## config.mk

```make
export PLATFORM = sky130hd
export DESIGN_NAME = fwd_hazard_unit
export DESIGN_NICKNAME = d
export VERILOG_FILES = /design/src/rtl/fwd_hazard_unit.sv
export SDC_FILE = /design/constraint.sdc
export NUM_CORES = 1
export LEC_CHECK = 0
export CELL_PAD_IN_SITES_DETAIL_PLACEMENT = 0
export CELL_PAD_IN_SITES_GLOBAL_PLACEMENT = 1
export CORE_UTILIZATION = 40
export DETAILED_ROUTE_END_ITERATION = 8
export GPL_TIMING_DRIVEN = 0
export PLACE_DENSITY_LB_ADDON = 0.12
export SLEW_MARGIN = 0
export SYNTH_ARGS = -nofsm -noshare
export SYNTH_HDL_FRONTEND = slang
export SYNTH_SLANG_ARGS = --single-unit
```

## constraint.sdc

```tcl
create_clock -name clk_i -period 4.8 [get_ports clk_i]
set_clock_uncertainty 0.05 [all_clocks]
set_input_delay 0.96 -clock clk_i [delete_from_list [all_inputs] [get_ports clk_i]]
set_output_delay 0.96 -clock clk_i [all_outputs]
set_load 0.01 [all_outputs]
```

## src/rtl/fwd_hazard_unit.sv

```systemverilog
// fwd_hazard_unit: ID-stage operand forwarding, load-use stall and branch flush
module fwd_hazard_unit #(
  parameter int AW = 5,
  parameter int DEPTH = 3,
  parameter int LOAD_LAT = 1,
  parameter int CW = 16,
  localparam int FW = $clog2(DEPTH + 1)
) (
  input  logic          clk_i,
  input  logic          rst_ni,
  input  logic          id_valid_i,
  input  logic [AW-1:0] id_rs_i,
  input  logic [AW-1:0] id_rt_i,
  input  logic          id_use_rs_i,
  input  logic          id_use_rt_i,
  input  logic          id_wr_en_i,
  input  logic [AW-1:0] id_wr_addr_i,
  input  logic          id_is_load_i,
  input  logic          br_taken_i,
  output logic          stall_o,
  output logic          flush_o,
  output logic [FW-1:0] fwd_a_o,
  output logic [FW-1:0] fwd_b_o,
  output logic [CW-1:0] stall_cnt_o
);
  logic [DEPTH:1] v_q, we_q, ld_q;
  logic [AW-1:0]  addr_q [1:DEPTH];
  logic [CW-1:0]  cnt_q, cnt_d;
  logic           haz_a, haz_b, issue;

  // Scans oldest to youngest so the youngest matching producer is the one left standing.
  // Returns {load-latency hazard, stage index}.
  function automatic logic [FW:0] pick(input logic [AW-1:0] s, input logic use_s);
    logic [FW:0] r;
    r = '0;
    for (int k = DEPTH; k >= 1; k--)
      if (v_q[k] && we_q[k] && addr_q[k] == s && s != '0 && use_s)
        r = {ld_q[k] && k <= LOAD_LAT, FW'(k)};
    return r;
  endfunction

  // Per-operand forward select and hazard flag from the tracker contents.
  always_comb begin
    {haz_a, fwd_a_o} = pick(id_rs_i, id_use_rs_i);
    {haz_b, fwd_b_o} = pick(id_rt_i, id_use_rt_i);
  end

  assign flush_o     = rst_ni && br_taken_i;
  assign stall_o     = id_valid_i && !br_taken_i && (haz_a || haz_b);
  assign issue       = id_valid_i && !stall_o && !br_taken_i;
  assign cnt_d       = (stall_o && !(&cnt_q)) ? cnt_q + 1'b1 : cnt_q;
  assign stall_cnt_o = cnt_q;

  // Advance the in-flight tracker one stage per cycle; stalls and flushes insert a bubble.
  always_ff @(posedge clk_i or negedge rst_ni)
    if (!rst_ni) begin
      v_q   <= '0;
      we_q  <= '0;
      ld_q  <= '0;
      cnt_q <= '0;
      for (int k = 1; k <= DEPTH; k++) addr_q[k] <= '0;
    end else begin
      v_q   <= (v_q << 1) | DEPTH'(issue);
      we_q  <= (we_q << 1) | DEPTH'(id_wr_en_i);
      ld_q  <= (ld_q << 1) | DEPTH'(id_is_load_i);
      cnt_q <= cnt_d;
      for (int k = DEPTH; k >= 2; k--) addr_q[k] <= addr_q[k-1];
      addr_q[1] <= id_wr_addr_i;
    end
endmodule
```

==> impl_metrics.sql <==
INSERT INTO impl_metrics (metric_group, metric, value, unit) VALUES
('timing', 'whs', '0.3240', 'ns'),
('cts', 'cts_repair_resize_count', '0', ''),
('timing', 'finalMaxSlewViolations', '0', ''),
('timing', 'fin_setup_tns', '0', 'ns'),
('synthesis', 'post_synth_mux_area_share', '0.6470', '%'),
('hold_path', 'min_delay_path_depth', '0', ''),
('detailed_routing', 'post-route-drc-count', '0', ''),
('floorplanning', 'die_y', '67.96', 'µm'),
('cts', 'post-cts-setup-buffers', '0', ''),
('worst_setup_path', 'worst_setup_path_start_kind', 'primary input', ''),
('global_routing', 'vias_in_the_first_global_route', '1266', ''),
('synthesis', 'synth_cells', '145', ''),
('cells_and_area', 'antenna-diode-count', '0', ''),
('global_routing', 'globalRouteTotalUtil', '18.92', '%'),
('global_routing', 'grt_max_degree', '40', ''),
('floorplanning', 'core-area', '4086', 'µm²'),
('cts', 'worst_skew_pair.late_latency', '0.29', 'ns'),
('detailed_routing', 'postRouteAntennaNets', '0', ''),
('synthesis', 'ys_top_cells_by_area', 'sky130_fd_sc_hd__dfrtp_1 (55%), sky130_fd_sc_hd__xnor2_1 (19%), sky130_fd_sc_hd__nand4_1 (4.3%)', ''),
('cts', 'cts-root-buf', 'sky130_fd_sc_hd__clkbuf_8', ''),
('worst_setup_path', 'cp_cell_sequence', 'clkdlybuf4s50_1 > or4_1 > o21ai_1 > or4_4 > a21oi_2 > clkdlybuf4s50_1', ''),
('synthesis', 'synth.yosys.seq_area_share', '54.64', '%'),
('power', 'net_load_switching_power', '149.7', 'µW'),
('global_routing', 'grt_first_pass_wirelength', '6237', 'µm'),
('cells_and_area', 'syn2layout_area_growth', '34.08', '%'),
('cts', 'path_clk_slew', '0.07', 'ns'),
('synthesis', 'synth_simple_gate_area_share', '17.04', '%'),
('cts', 'tritoncts.num_buffers', '5', ''),
('timing', 'maxClockFrequency', '231.5', 'MHz'),
('floorplanning', 'start_util', '42.59', '%'),
('synthesis', 'synth.top_cell.area_share', '54.64', '%'),
('power', 'power.share.sequential', '53.9', '%'),
('floorplanning', 'num_rows', '23', ''),
('synthesis', 'synth_top_cell_by_area', 'sky130_fd_sc_hd__dfrtp_1', ''),
('worst_setup_path', 'critical_path_arrival', '3.31', 'ns'),
('detailed_routing', 'route.detailed.vias_per_inst', '5.085', ''),
('detailed_routing', 'detail_route.iter0.violations', '66', ''),
('global_routing', 'number_of_antenna_violations_at_the_first_check_in_global_routing', '0', ''),
('power', 'share_comb_of_total_power', '9.5', '%'),
('cts', 'cts.path.max_buffers', '2', ''),
('hold_path', 'hold_class', 'flip-flop to flip-flop', ''),
('cts', 'cts-hold-fix-buffers', '0', ''),
('timing', 'final_worst_path_setup_slack', '0.4809', 'ns'),
('power', 'switching_share', '23.80', '%'),
('timing', 'max_slew.worst_pin.slew', '0.8281', 'ns'),
('synthesis', 'post_synth_xor_xnor_area', '22.65', '%'),
('worst_setup_path', 'slowest_delay', '0.60', 'ns'),
('place', 'place_area', '2238', 'µm²'),
('timing', 'final_period_minus_worst_setup_slack', '4.319', 'ns'),
('place', 'io_buffers', '44', ''),
('place', 'place.detailed.hpwl', '2785', 'µm'),
('worst_setup_path', 'critical_path_class', 'primary input to output port', ''),
('detailed_routing', 'wire_per_inst', '14.65', 'µm'),
('floorplanning', 'floorplan.die_area', '4619', 'µm²'),
('worst_setup_path', 'timing.critical_path.slowest_stage_cell', 'sky130_fd_sc_hd__or4_4', ''),
('power', 'power.clock.fraction', '36.6', '%'),
('place', 'dpl_worst_slack', '0.4616', 'ns'),
('detailed_routing', 'drt-pass1-iter-count', '4', ''),
('synthesis', 'mappedNetlistNets', '169', ''),
('power', 'p_leak', '0.0009243', 'µW'),
('floorplanning', 'die-width', '67.96', 'µm'),
('synthesis', 'synth_compound_area_share', '3.882', '%'),
('synthesis', 'synthDistinctLibCells', '28', ''),
('worst_setup_path', 'worst-endpoint-required', '3.79', 'ns'),
('synthesis', 'synth_top_family_by_area', 'XOR/XNOR gates', ''),
('job', 'maxCapViolations', '0', ''),
('worst_setup_path', 'crit_path_max_fanout', '6', ''),
('outcome', 'run_status', 'finished, final reports clean', ''),
('synthesis', 'synth-seq-cells', '38', ''),
('floorplanning', 'ios', '45', ''),
('synthesis', 'fraction_of_synthesis_flops_using_an_asynchronous_set_or_reset_pin', '100.0', '%');
registers in the layout, indices dropped and copies added (netlist names):
register / flops
we_q: 3
addr_q: 15
v_q: 3
stall_cnt_o: 16
ld_q: 1
worst max-delay path: cells and delay by family:
kind,cells,cell delay [ns]
buffers and inverters,2,1.18
AO/OA/AOI/OAI,2,0.38
AND/OR/NAND/NOR,2,0.79
final timing paths:
path                                       from  slack, ns                          to
min in group asynchronous                rst_ni       0.71         addr_q[1]$_DFF_PN0_
min                            v_q[2]$_DFF_PN0_       0.32            v_q[3]$_DFF_PN0_
max in group asynchronous                rst_ni       3.47  stall_cnt_o[0]$_DFFE_PN0P_
max                                  id_rt_i[0]       0.48                     stall_o
min reg2reg                    v_q[2]$_DFF_PN0_       0.32            v_q[3]$_DFF_PN0_
max reg2reg                addr_q[12]$_DFF_PN0_       2.49  stall_cnt_o[5]$_DFFE_PN0P_
per-layer routing:
metal	GRT usage (%)	vias up	routed length, µm
li1	-	616	-
met1	25.58	604	1801
met2	28.06	30	1570
met3	6.667	6	197
met4	6.250	0	50
met5	0	-	0
kinds of logic (layout without fill, tap and decap cells):
family                   Yosys count  after routing
AO/OA/AOI/OAI                      9              9
XOR/XNOR                          45             45
adder cells (fa/ha/maj)            1              1
buffers and inverters              1             53
flip-flops                        38             38
multiplexers                       1              1
AND/OR/NAND/NOR                   50             50
cells in the final DEF (no fill, tap or decap), drive strengths merged:
master         count
nor3b              1
o21a               1
nor3               1
nand4             12
ha                 1
nand2             12
xnor2             38
nand2b             3
nand3b             1
clkinv             1
nor4               2
clkdlybuf4s50     43
a211oi             1
buf                2
dfrtp             38
nor2               1
xor2               7
o21ai              2
clkbuf             6
mux2               1
and2               1
clkinvlp           1
a21oi              2
or4                6
o2111ai            1
and4               2
a21boi             1
nand3              4
o211ai             1
and3               4
stage by stage:
| step | cells | util, % | power [µW] |
|---|---|---|---|
| 3_5_place_dp | 239 | 54.78 | 406.6 |
| 3_3_place_gp | 239 | 54.90 | 405.1 |
| 2_1_floorplan | 145 | - | 368.6 |
| 4_1_cts | 247 | 57.10 | 637.7 |
| 6_report | 247 | 57.10 | 629.2 |
| 5_1_grt | 247 | 57.10 | 661.6 |
area by class of cell:
type                       count  area, µm²
tap                           50      62.56
timing repair buffer          44      435.4
fill                         374       1753
clock inverter                 2      12.51
multi-input combinational    106      782.0
buffer                         1      7.507
clock buffer                   6      82.58
sequential                    38      950.9
power by group through the flow:
stage	logic, µW	registers [µW]	clock network (µW)
2_1_floorplan	25.6	343	0
3_3_place_gp	60.3	345	0
3_5_place_dp	61.2	345	0
4_1_cts	61.5	339	237
5_1_grt	66.6	341	254
6_report	60.0	339	230
No activity file was read; power rests on OpenSTA's default activity.
